==> src/rtl/gci_std_display_special_arbiter.sv <==
// Two-port (host / display engine) arbiter and 3-state sequencer in front of the
// 256 x 32-bit display special-address memory, with write protection of descriptor words.
module gci_std_display_special_arbiter #(
    parameter bit         FIXED_PRIORITY = 1'b0,
    parameter logic [7:0] PROTECT_LIMIT  = 8'h02
) (
    input  logic        iCLOCK,
    input  logic        iRESET_SYNC,
    input  logic        iHOST_REQ,
    input  logic        iHOST_RW,
    input  logic [7:0]  iHOST_ADDR,
    input  logic [31:0] iHOST_DATA,
    output logic        oHOST_BUSY,
    output logic        oHOST_VALID,
    output logic [31:0] oHOST_DATA,
    input  logic        iDISP_REQ,
    input  logic        iDISP_RW,
    input  logic [7:0]  iDISP_ADDR,
    input  logic [31:0] iDISP_DATA,
    output logic        oDISP_BUSY,
    output logic        oDISP_VALID,
    output logic [31:0] oDISP_DATA,
    output logic        oSPECIAL_REQ,
    output logic        oSPECIAL_RW,
    output logic [7:0]  oSPECIAL_ADDR,
    output logic [31:0] oSPECIAL_DATA,
    input  logic [31:0] iSPECIAL_DATA,
    output logic        oPROTECT_HIT
);

    typedef enum logic [1:0] {IDLE, ACCESS, RESP} state_t;

    state_t      state;
    logic [1:0]  req;
    logic [1:0]  req_rw;
    logic [7:0]  req_addr [2];
    logic [31:0] req_data [2];
    logic [1:0]  buf_valid;
    logic [1:0]  buf_rw;
    logic [7:0]  buf_addr [2];
    logic [31:0] buf_data [2];
    logic        grant;
    logic        last_grant;
    logic        pick;
    logic        pick_protected;
    logic [31:0] resp_word;

    // Index 0 is the host port, index 1 the display engine.
    assign req         = {iDISP_REQ, iHOST_REQ};
    assign req_rw      = {iDISP_RW, iHOST_RW};
    assign req_addr[0] = iHOST_ADDR;
    assign req_addr[1] = iDISP_ADDR;
    assign req_data[0] = iHOST_DATA;
    assign req_data[1] = iDISP_DATA;

    assign oHOST_BUSY = buf_valid[0];
    assign oDISP_BUSY = buf_valid[1];

    // On a tie, round-robin hands the grant to the port not served last.
    always_comb begin
        pick = buf_valid[0] ? 1'b0 : 1'b1;
        if (&buf_valid) begin
            pick = FIXED_PRIORITY ? 1'b0 : ~last_grant;
        end
    end

    assign pick_protected = buf_rw[pick] && (buf_addr[pick] < PROTECT_LIMIT);
    assign resp_word      = oSPECIAL_RW ? 32'h0 : iSPECIAL_DATA;

    always_ff @(posedge iCLOCK) begin
        if (iRESET_SYNC) begin
            buf_valid <= 2'b00;
            buf_rw    <= 2'b00;
            for (int p = 0; p < 2; p++) begin
                buf_addr[p] <= 8'h00;
                buf_data[p] <= 32'h0;
            end
        end else begin
            for (int p = 0; p < 2; p++) begin
                if (req[p] && !buf_valid[p]) begin
                    buf_valid[p] <= 1'b1;
                    buf_rw[p]    <= req_rw[p];
                    buf_addr[p]  <= req_addr[p];
                    buf_data[p]  <= req_data[p];
                end
            end
            if (state == RESP) begin
                buf_valid[grant] <= 1'b0;
            end
        end
    end

    // The memory-side outputs double as the access registers: they are only
    // non-zero during ACCESS, which is exactly when the response is captured.
    always_ff @(posedge iCLOCK) begin
        if (iRESET_SYNC) begin
            state         <= IDLE;
            grant         <= 1'b0;
            last_grant    <= 1'b1;
            oSPECIAL_REQ  <= 1'b0;
            oSPECIAL_RW   <= 1'b0;
            oSPECIAL_ADDR <= 8'h00;
            oSPECIAL_DATA <= 32'h0;
            oPROTECT_HIT  <= 1'b0;
            oHOST_VALID   <= 1'b0;
            oHOST_DATA    <= 32'h0;
            oDISP_VALID   <= 1'b0;
            oDISP_DATA    <= 32'h0;
        end else begin
            oSPECIAL_REQ  <= 1'b0;
            oSPECIAL_RW   <= 1'b0;
            oSPECIAL_ADDR <= 8'h00;
            oSPECIAL_DATA <= 32'h0;
            oPROTECT_HIT  <= 1'b0;
            oHOST_VALID   <= 1'b0;
            oDISP_VALID   <= 1'b0;
            case (state)
                IDLE: begin
                    if (|buf_valid) begin
                        grant         <= pick;
                        oSPECIAL_REQ  <= !pick_protected;
                        oSPECIAL_RW   <= buf_rw[pick];
                        oSPECIAL_ADDR <= buf_addr[pick];
                        oSPECIAL_DATA <= buf_data[pick];
                        oPROTECT_HIT  <= pick_protected;
                        state         <= ACCESS;
                    end
                end
                ACCESS: begin
                    if (grant == 1'b0) begin
                        oHOST_VALID <= 1'b1;
                        oHOST_DATA  <= resp_word;
                    end else begin
                        oDISP_VALID <= 1'b1;
                        oDISP_DATA  <= resp_word;
                    end
                    state <= RESP;
                end
                RESP: begin
                    last_grant <= grant;
                    state      <= IDLE;
                end
                default: state <= IDLE;
            endcase
        end
    end

endmodule

==> config.mk <==
export PLATFORM = sky130hd
export DESIGN_NAME = gci_std_display_special_arbiter
export DESIGN_NICKNAME = d
export VERILOG_FILES = /design/src/rtl/gci_std_display_special_arbiter.sv
export SDC_FILE = /design/constraint.sdc
export NUM_CORES = 1
export LEC_CHECK = 0
export BUFFER_PORTS_ARGS = -buffer_cell sky130_fd_sc_hd__buf_4
export CAP_MARGIN = 20
export CORE_UTILIZATION = 40
export DETAILED_ROUTE_END_ITERATION = 6
export PLACE_DENSITY_LB_ADDON = 0.15
export SLEW_MARGIN = 25
export SYNTH_ARGS = -nofsm -noshare
export SYNTH_HDL_FRONTEND = slang
export SYNTH_SLANG_ARGS = --single-unit
==> constraint.sdc <==
create_clock -name iCLOCK -period 3 [get_ports iCLOCK]
set_input_delay 0.6 -clock iCLOCK [delete_from_list [all_inputs] [get_ports iCLOCK]]
set_output_delay 0.6 -clock iCLOCK [all_outputs]
set_load 0.005 [all_outputs]
==> results by group, run 1 <==
Timing
  • Max Fclk: 0.526 GHz
  • Period utilization: 63.4%
  • Fin Setup TNS: 0 ps
  • RSZ-0062 raised after global routing: false
  • Slew Limit Fails: 0
  • Slew Limit Headroom: 52.6%
  • Final hold viol count: 0
  • Final hold slack: 433 ps
  • Setup violations, final: 0
  • Worst slew pin tran: 711 ps
  • Clock skew: 7.94 ps
  • Min cycle time layout: 1900 ps

Final layout
  • Ratio of cells with drive above 1 in the final layout: 31.6%
  • FILL cells: 1,757
  • P&R area growth vs syn: 30.7%
  • Nets: 1,044
  • Number of diodes: 0
  • Final instance area: 9980 sq um

Global route
  • Remaining Overflow, GRT: 0
  • Antenna violations before repair: 0
  • First-pass GRT wire length: 27,600 microns
  • Overall routing resource usage: 18.2%
  • Pin count of the biggest net entering global routing: 71
  • Vias in the first global route: 5,339

Floorplan
  • Die width: 140 microns
  • DIE AREA: 19,600 sq um
  • IO Pins: 229
  • DIE HEIGHT: 140 microns
  • Core Region: 18,700 sq um
  • Initial Utilization: 40.8%
  • Cell Rows: 50

Clock tree
  • CTS Hold Bufs: 0
  • Setup bufs post-CTS: 0
  • Clk sinks: 197
  • Clock Path Buffers: 2
  • Num CTS Buffers: 17
  • H-tree Lvls: 4
  • CTS clk-pin slew, worst paths: 70 ps
  • Post-cts sizing count: 0
  • Clock Root Buffer: clkbuf_16
  • Clock Latency Late Sink: 420 ps
  • CTS tree: yes

Detailed routing
  • Mean routed wirelength per cell: 15.3 microns
  • Post-DR vias/cell: 4.85
  • Vias: 5,691
  • Routed WL: 17,900 microns
  • Drt first pass iters: 4
  • Starting DRC count in detailed routing: 241
  • DRC Markers: 0
  • ANT nets after route: 0

Logic synthesis
  • Post-synth EDFFs: 80
  • Count leader, synth: dfxtp_1
  • Largest family of logic cells by synthesized area: simple AND/OR/NAND/NOR gates
  • Synth cell types: 33
  • Top post-synthesis cells by count: dfxtp_1, nand2_1, a21oi_1
  • Mux contribution to synthesized area: 0.262%
  • Compound-Gate Fraction of Synth Area: 10.2%
  • Cells after Synth: 723
  • Simple-Gate Fraction of Synth Area: 22.8%
  • Async set-reset flop share out of synthesis: 0%
  • Synth Area in XOR/XNOR: 0%
  • Synth area leaders: edfxtp_1, dfxtp_1, a21oi_1
  • Prevailing post-synth register cell: dfxtp_1
  • Top cell type's share of synthesized area: 31.5%
  • Post-Synth Adder-Cell Area: 0%
  • Number of synthesized register bits: 197
  • Synthesized Nets: 841
  • Seq/Total Area, Yosys: 62.2%
  • Post-synth top area cell: edfxtp_1
  • Synthesized area: 7630 sq um
  • Synth Warn #: 0
  • Mapped Avg Cell Area: 10.6 sq um

Status
  • Status: completed

Critical path
  • Worst R2R Start: buf_valid[1]
  • Levels on crit path: 4
  • WP data required: 3340 ps
  • Critical path's top delay family: simple AND/OR/NAND/NOR gates
  • Critical Path AT: 2240 ps
  • Crit Path Category: flip-flop to flip-flop
  • CP Launch Type: flip-flop
  • Critical path's slowest cell: and2b_2
  • Reg-to-reg setup timing slack: 1100 ps
  • CP peak stage delay: 510 ps
  • Crit end category: flip-flop
  • Worst Path Max Fanout: 53
  • RR Endpoint: oSPECIAL_DATA[11]
  • FF-to-FF path depth: 4
  • Worst-path cell chain: and2b_2, buf_4, o21ai_0, a21oi_1
  • Worst Path Buf+Inv: 1

Job
  • Max-cap violation count: 0

Placed design
  • Final Wtd Congestion: 0.717
  • Port bufs: 228
  • HPWL after DPL: 11,500 microns
  • Cell area after placement: 9440 sq um

Worst hold path
  • Worst Hold End: buf_rw[1]
  • Min-delay src: iDISP_RW
  • HP Class: input pin to flip-flop
  • Worst hold stages: 3

Power
  • Worst IR drop on VDD: 0.000353 V
  • Leak Pwr: 4.02 nW
  • Overall power: 5.73 mW
  • Power per cell area: 575 nW/um^2
==> where the power goes <==
| part | internal [mW] | switching, mW |
|---|---|---|
| Clock | 1.07 | 1.01 |
| Sequential | 2.97 | 0.0765 |
| Combinational | 0.305 | 0.307 |
| Total | 4.34 | 1.39 |
==> cells by family (layout without fill, tap and decap cells) <==
| group | Yosys count | in the layout |
|---|---|---|
| and+or+nand+nor | 312 | 312 |
| buffers and inverters | 60 | 276 |
| muxes | 2 | 2 |
| AOI/OAI and AO/OA | 152 | 152 |
| DFF | 197 | 197 |
==> registers in the layout, indices dropped and copies added, names as in the netlist, 2 cells and up <==
name and flops:
oDISP_DATA 32, buf_rw 2, state 2, oSPECIAL_ADDR 8
buf_data 64, oSPECIAL_DATA 32, buf_valid 2, buf_addr 16
oHOST_DATA 32
==> area by class of cell <==
type                            count  area (sq um)  area share (%)
Clock buffer                       18           429            4.30
Clock inverter                     14           103            1.03
Inverter                            3          11.3           0.113
Multi-Input combinational cell    466          2560            25.7
Sequential cell                   197          4750            47.6
Tap cell                          234           293            2.93
Timing Repair Buffer              241          1830            18.4
==> per-stage QoR <==
stage                     setup slack, ps  utilization [%]  cells
after global routing                  887             53.3   1173
after CTS                            1070             53.3   1173
after detailed placement             1060             50.5   1141
final                                1100             53.3   1173
after floorplan                       710                -    723
after global placement               1110             50.5   1141
==> placed cells by master (no fill, tap or decap), types with 4 or more instances in the layout <==
cell type,netlist,routed
o21ai_1,7,6
nor2b_1,32,32
a21oi_1,107,107
and2_1,80,80
nand2_1,108,108
clkbuf_16,0,17
o21ai_0,35,35
nand2_2,20,20
buf_4,2,239
nor2_1,9,9
nor3_1,4,4
edfxtp_1,80,80
nand3b_1,42,42
dfxtp_1,117,116
==> layer usage <==
layer	part of all wire [%]	track usage [%]
met1	45	23.4
met2	48	30.1
met3	6.2	4.24
met4	1.1	6.36
met5	0	0
==> worst max-delay path by stage <==
stage	from	end	slack, ps
after CTS	buf_valid[1]	oSPECIAL_DATA[11]	1070
after global routing	buf_valid[1]	oSPECIAL_DATA[11]	890
after detailed placement	iRESET_SYNC	oSPECIAL_REQ	1060
after global placement	iRESET_SYNC	oSPECIAL_REQ	1110
after floorplan	iRESET_SYNC	buf_addr[0][0]	710
final	buf_valid[1]	oSPECIAL_DATA[11]	1100
==> worst min-delay path, cell delays in order <==
cell and delay, ps:
buf_4 90, mux2i_1 50, nor2_1 70
Power figures use the tool's default switching activity.
==> run 2: changes to the inputs <==
--- a/config.mk
+++ b/config.mk
@@ -5,6 +5,7 @@
 export SDC_FILE = /design/constraint.sdc
 export NUM_CORES = 1
 export LEC_CHECK = 0
+export ABC_AREA = 1
 export BUFFER_PORTS_ARGS = -buffer_cell sky130_fd_sc_hd__buf_4
 export CAP_MARGIN = 20
 export CORE_UTILIZATION = 40
==> constraint.sdc (replaced) <==
create_clock -name iCLOCK -period 1.7 [get_ports iCLOCK]
set_input_delay 0.34 -clock iCLOCK [delete_from_list [all_inputs] [get_ports iCLOCK]]
set_output_delay 0.34 -clock iCLOCK [all_outputs]
set_load 0.005 [all_outputs]
==> results by group, run 2 <==
Floorplan
  • Core Region: 18,000 sq um (-4.0%)
  • DIE HEIGHT: 137 microns (-2.0%)
  • Cell Rows: 49 (-2.0%)
  • IO Pins: 229 (unchanged)
  • DIE AREA: 18,900 sq um (-3.9%)
  • Initial Utilization: 40.8% (about the same)
  • Die width: 137 microns (-2.0%)

Clock tree
  • CTS Hold Bufs: 0 (unchanged)
  • Clock Root Buffer: clkbuf_16
  • Num CTS Buffers: 17 (unchanged)
  • Post-cts sizing count: 0 (unchanged)
  • H-tree Lvls: 4 (unchanged)
  • Clk sinks: 197 (unchanged)
  • Clock Latency Late Sink: 430 ps (about the same)
  • CTS tree: yes
  • CTS clk-pin slew, worst paths: 70 ps (about the same)
  • Clock Path Buffers: 2 (unchanged)
  • Setup bufs post-CTS: 0 (unchanged)

Power
  • Clock power share: 37.6% (+1.4 points)
  • Switching share of power: 24.7% (+0.44 points)
  • NetSw: 2.68 mW (+93%)
  • Share of power burned in registers: 49.9% (-3.2 points)
  • Int Pwr: 8.17 mW (+88%)
  • Leak Pwr: 4.98 nW (+24%)
  • Comb pwr share: 12.5% (+1.8 points)
  • Power per cell area: 1070 nW/um^2 (+87%)
  • Worst IR drop on VDD: 0.000695 V (+97%)
  • Overall power: 10.8 mW (+89%)

Final layout
  • Commonest non-fill, non-tap cells in the layout: buf_4, nor2_1, inv_1, dfxtp_1, nand2_1
  • Final Core Density: 56.3% (+2.9 points)
  • Fin cells: 1,302 (+11%)
  • Number of flip-flops in the largest register: 64 (unchanged)
  • Top reg by flops: buf_data
  • Leading cell type in the layout, fill and taps excluded: buf_4
  • Number of diodes: 0 (unchanged)
  • Ratio of cells with drive above 1 in the final layout: 28.1% (-3.5 points)
  • P&R area growth vs syn: 37.9%
  • Nets: 1,178 (+13%)

Logic synthesis
  • Synth Warn #: 0 (unchanged)
  • Prevailing post-synth register cell: dfxtp_1
  • Synthesized area: 7330 sq um (-4.0%)
  • Top post-synthesis cells by count: nor2_1, dfxtp_1, inv_1
  • Post-synth EDFFs: 80 (unchanged)
  • Synthesized Nets: 940 (+12%)
  • Synth cell types: 21 (-36%)
  • Seq/Total Area, Yosys: 64.7% (+2.6 points)
  • Async set-reset flop share out of synthesis: 0% (unchanged)
  • Number of synthesized register bits: 197 (unchanged)
  • Count leader, synth: nor2_1
  • Synth area leaders: edfxtp_1, dfxtp_1, nor2_1
  • Post-synth top area cell: edfxtp_1
  • Top cell type's share of synthesized area: 32.8% (+1.3 points)
  • Cells after Synth: 822 (+14%)
  • Mapped Avg Cell Area: 8.92 sq um (-16%)

Timing
  • Setup WS post-layout: 166 ps (-932 ps)
  • Max Fclk: 0.652 GHz
  • Slew Limit Headroom: 71.1% (+18 points)
  • Min cycle time layout: 1530 ps
  • RSZ-0062 raised after global routing: false
  • Period utilization: 90.3%
  • Clock skew: 9.26 ps (+1.32 ps)
  • Worst slew pin tran: 434 ps (-277 ps)
  • Final hold viol count: 0 (unchanged)
  • Slew Limit Fails: 0 (unchanged)
  • Setup violations, final: 0 (unchanged)

Placed design
  • Port bufs: 228 (unchanged)
  • HPWL after DPL: 12,500 microns (+9.0%)
  • Place WS: 106 ps (-958 ps)
  • Placed Cells: 1,270 (+11%)
  • Final Wtd Congestion: 0.769 (+7.2%)

Detailed routing
  • Routed metal-1 wirelength: 7790 microns (-3.3%)
  • Highest Signal Layer: met4
  • Mean routed wirelength per cell: 13.6 microns (-11%)
  • Routed WL: 17,700 microns (-1.2%)
  • Post-DR vias/cell: 4.52 (-6.9%)
  • DRC Markers: 0 (unchanged)
  • Vias: 5,881 (+3.3%)
  • Met3 routed WL: 1090 microns (-1.2%)
  • Drt first pass iters: 4 (unchanged)
  • ANT nets after route: 0 (unchanged)
  • WL met2: 8500 microns (-0.85%)
  • Starting DRC count in detailed routing: 277 (+15%)

Global route
  • Antenna violations before repair: 0 (unchanged)
  • Overall routing resource usage: 19.2% (+0.96 points)
  • First-pass GRT wire length: 27,200 microns (-1.5%)
  • Vias in the first global route: 5,492 (+2.9%)
  • Pin count of the biggest net entering global routing: 52 (-27%)
  • Remaining Overflow, GRT: 0 (unchanged)

Critical path
  • WP data required: 1360 ps (-1980 ps)
  • CP Launch Type: flip-flop
  • Crit Path Category: flip-flop to primary output
  • Worst Path Max Fanout: 12 (-77%)
  • Crit end category: primary output
  • Critical Path AT: 1190 ps (-1050 ps)

Job
  • Max-cap violation count: 0 (unchanged)

Worst hold path
  • HP Class: input pin to flip-flop

Status
  • Status: completed
[run 2: worst paths after layout]
check	start	to	slack, ps	cells after the start
worst max-delay path	oSPECIAL_RW	oSPECIAL_RW	170	2
worst min-delay path	iDISP_REQ	buf_valid[1]	170	3
worst max register to register	buf_valid[0]	oSPECIAL_DATA[3]	260	6
worst min register to register	oDISP_DATA[27]	oDISP_DATA[27]	470	2
[run 2: layer usage]
metal  up-vias  track usage (%)
li1       3024                -
met1      2647             23.7
met2       181             32.2
met3        29             5.22
met4         0             6.59
met5         -                0
[run 2: area by class of cell]
class	instances	area, sq um
sequential	197	4740
multi-input combinational	461	1950
fill	1614	7860
clock inverter	13	166
inverter	121	454
tap	229	287
clock buffer	19	433
timing repair buffer	262	2070
[run 2: critical path, stage by stage (launching register included)]
cell	delay (ps)
dfxtp_1	410
buf_4	220
buf_4	130
[run 2: cells by family (layout without fill, tap and decap cells)]
kind of cell / after synthesis / in the layout / synth area share, %
buffers and inverters: 164 / 415 / 8.93
flip-flops: 197 / 197 / 64.7
AO/OA/AOI/OAI: 126 / 126 / 8.69
AND/OR/NAND/NOR: 335 / 335 / 17.6
[run 2: power by group through the flow]
stage	combinational (mW)	sequential, mW	clock (mW)
2_1_floorplan	0.587	5.52	0
3_3_place_gp	1.36	5.51	0
3_5_place_dp	1.37	5.52	0
4_1_cts	1.38	5.42	4.16
5_1_grt	1.52	5.45	4.36
6_report	1.36	5.41	4.08
[run 2: metrics by stage]
step | hold WS (ps) | setup TNS, ps | instance area [sq um]
2_1_floorplan | 452 | -4490 | 7330
3_3_place_gp | 451 | 0 | 9500
5_1_grt | 178 | 0 | 10100
6_report | 168 | 0 | 10100
3_5_place_dp | 456 | 0 | 9500
4_1_cts | 160 | 0 | 10100
==> run 3: changes to the inputs <==
--- a/config.mk
+++ b/config.mk
@@ -5,7 +5,7 @@
 export SDC_FILE = /design/constraint.sdc
 export NUM_CORES = 1
 export LEC_CHECK = 0
-export ABC_AREA = 1
+export ABC_AREA = 0
 export BUFFER_PORTS_ARGS = -buffer_cell sky130_fd_sc_hd__buf_4
 export CAP_MARGIN = 20
 export CORE_UTILIZATION = 40
==> results by group, run 3 (synthesized netlist as in run 1, its figures left out) <==
Clock tree
  • CTS clk-pin slew, worst paths: 70 ps (about the same)
  • Post-cts sizing count: 0 (unchanged)
  • H-tree Lvls: 4 (unchanged)
  • Num CTS Buffers: 17 (unchanged)
  • CTS tree: yes
  • Clk sinks: 197 (unchanged)
  • Clock Latency Late Sink: 420 ps (about the same)
  • Clock Path Buffers: 2 (unchanged)
  • Setup bufs post-CTS: 0 (unchanged)
  • CTS Hold Bufs: 0 (unchanged)
  • Clock Root Buffer: clkbuf_16

Worst hold path
  • HP Class: input pin to flip-flop
  • Worst Hold End: buf_rw[0]
  • Min-delay src: iHOST_RW
  • Worst hold stages: 3 (unchanged)

Critical path
  • FF-to-FF path depth: 4 (-2)
  • Worst R2R Start: state[0]
  • WP data required: 1360 ps (about the same)
  • CP Launch Type: flip-flop
  • RR Endpoint: oHOST_DATA[0]
  • Critical Path AT: 1160 ps (-30 ps)
  • Crit end category: primary output
  • Critical path origin: buf_valid[0]
  • Crit Path Category: flip-flop to primary output
  • Reg-to-reg setup timing slack: 230 ps (-30 ps)
  • Worst Path Max Fanout: 13 (+1)

Floorplan
  • IO Pins: 229 (unchanged)
  • DIE HEIGHT: 140 microns (+2.0%)
  • Die width: 140 microns (+2.0%)
  • Core Region: 18,700 sq um (+4.1%)
  • Cell Rows: 50 (+2.0%)
  • DIE AREA: 19,600 sq um (+4.1%)
  • Initial Utilization: 40.8% (about the same)

Power
  • Comb pwr share: 10.6% (-1.9 points)
  • Clock power share: 39.6% (+2.0 points)
  • Switching share of power: 22.4% (-2.3 points)
  • Share of power burned in registers: 49.8% (about the same)
  • NetSw: 2.41 mW (-9.8%)
  • Leak Pwr: 4.12 nW (-17%)
  • Int Pwr: 8.36 mW (+2.3%)
  • Overall power: 10.8 mW (-0.69%)
  • Power per cell area: 1060 nW/um^2 (-1.5%)
  • Worst IR drop on VDD: 0.000644 V (-7.3%)

Placed design
  • Place WS: 234 ps (+128 ps)
  • HPWL after DPL: 11,600 microns (-7.4%)
  • Placed Cells: 1,146 (-9.8%)
  • Final Wtd Congestion: 0.735 (-4.4%)
  • Port bufs: 228 (unchanged)

Timing
  • Slew Limit Headroom: 52.2% (-19 points)
  • Worst slew pin tran: 718 ps (+284 ps)
  • RSZ-0062 raised after global routing: false
  • Setup WS post-layout: 201 ps (+35.4 ps)
  • Period utilization: 88.2% (-2.1 points)
  • Max Fclk: 0.667 GHz (+2.4%)
  • Setup violations, final: 0 (unchanged)
  • Min cycle time layout: 1500 ps (-35.4 ps)
  • Fin Setup TNS: 0 ps (unchanged)
  • Final hold viol count: 0 (unchanged)
  • Slew Limit Fails: 0 (unchanged)
  • Clock skew: 7.92 ps (-1.34 ps)

Final layout
  • Multi-input logic area: 2560 sq um (+31%)
  • Sequential cell area: 4750 sq um (about the same)
  • Number of diodes: 0 (unchanged)
  • Number of flip-flops in the largest register: 64 (unchanged)
  • Leading cell type in the layout, fill and taps excluded: buf_4
  • FILL cells: 1,693 (+4.9%)
  • Top reg by flops: buf_data
  • Nets: 1,049 (-11%)
  • Commonest non-fill, non-tap cells in the layout: buf_4, dfxtp_1, nand2_1
  • Fin cells: 1,178 (-9.5%)
  • Ratio of cells with drive above 1 in the final layout: 32.2% (+4.1 points)
  • P&R area growth vs syn: 33.5%

Global route
  • Vias in the first global route: 5,595 (+1.9%)
  • First-pass GRT wire length: 28,700 microns (+5.7%)
  • Pin count of the biggest net entering global routing: 81 (+56%)
  • Overall routing resource usage: 18.8% (-0.36 points)
  • Met3 usage: 4.41% (-0.81 points)
  • GRT met2 Usage: 31.3% (-0.90 points)
  • Met1 GRT Util: 24.3% (+0.61 points)
  • Most Crowded Layer GR: met2
  • Antenna violations before repair: 0 (unchanged)
  • Remaining Overflow, GRT: 0 (unchanged)

Detailed routing
  • DRC Markers: 0 (unchanged)
  • Post-DR vias/cell: 4.89 (+8.3%)
  • Routed WL: 18,300 microns (+3.0%)
  • Starting DRC count in detailed routing: 283 (+2.2%)
  • ANT nets after route: 0 (unchanged)
  • Mean routed wirelength per cell: 15.5 microns (+14%)
  • Drt first pass iters: 4 (unchanged)
  • Vias: 5,763 (-2.0%)

Status
  • Status: completed

Job
  • Max-cap violation count: 0 (unchanged)
[run 3: cell count changes in the layout (fill, tap and decap cells not counted), sizes merged, moves of 16 or more]
| cell | before | now |
|---|---|---|
| o21ai | 65 | 42 |
| nand3b | 6 | 42 |
| nor2b | 0 | 32 |
| buf | 262 | 246 |
| nor2 | 212 | 9 |
| a21oi | 60 | 108 |
| and2 | 0 | 80 |
| inv | 124 | 5 |
[run 3: metal layers]
layer / wire length (microns) / vias up
met2: 8700 / 199
met4: 170 / 0
li1: - / 2843
met3: 1110 / 13
met1: 8270 / 2708
met5: 0 / -
[run 3: how the worst max path moves through the flow]
stage	end	slack, ps	cells past startpoint
after floorplan	buf_addr[0][0]	110	2
after global placement	oHOST_DATA[30]	280	4
after detailed placement	oHOST_DATA[6]	230	4
after CTS	oHOST_BUSY	180	2
after global routing	oSPECIAL_DATA[13]	120	4
final	oHOST_BUSY	200	2
[run 3: final cells by class]
cell class / count / area share (%)
clock buffers: 20 / 4.48
clock inverters: 12 / 1.73
inverters: 3 / 0.111
multi-input cells: 466 / 25.1
flip-flops and latches: 197 / 46.6
well taps: 234 / 2.87
repair buffers: 246 / 19.1
[run 3: power groups by stage]
stage                     Clock [mW]  Combinational, mW  Sequential (mW)
after global placement             0               1.14             5.47
after CTS                       4.38               1.16             5.36
after detailed placement           0               1.15             5.47
final                           4.27               1.14             5.36
after global routing            4.57               1.26             5.39
after floorplan                    0              0.586             5.45
[run 3: critical path: stages, from the launching register on]
cell and delay [ps]:
dfxtp_2 390, buf_4 220, buf_4 130
[run 3: through the flow]
step                      utilization, %  area (sq um)  hold WS, ps
after floorplan                        -          7640          428
after global placement              51.1          9560          442
after detailed placement            51.1          9560          446
after CTS                           54.5         10200          149
after global routing                54.5         10200          170
final                               54.5         10200          167
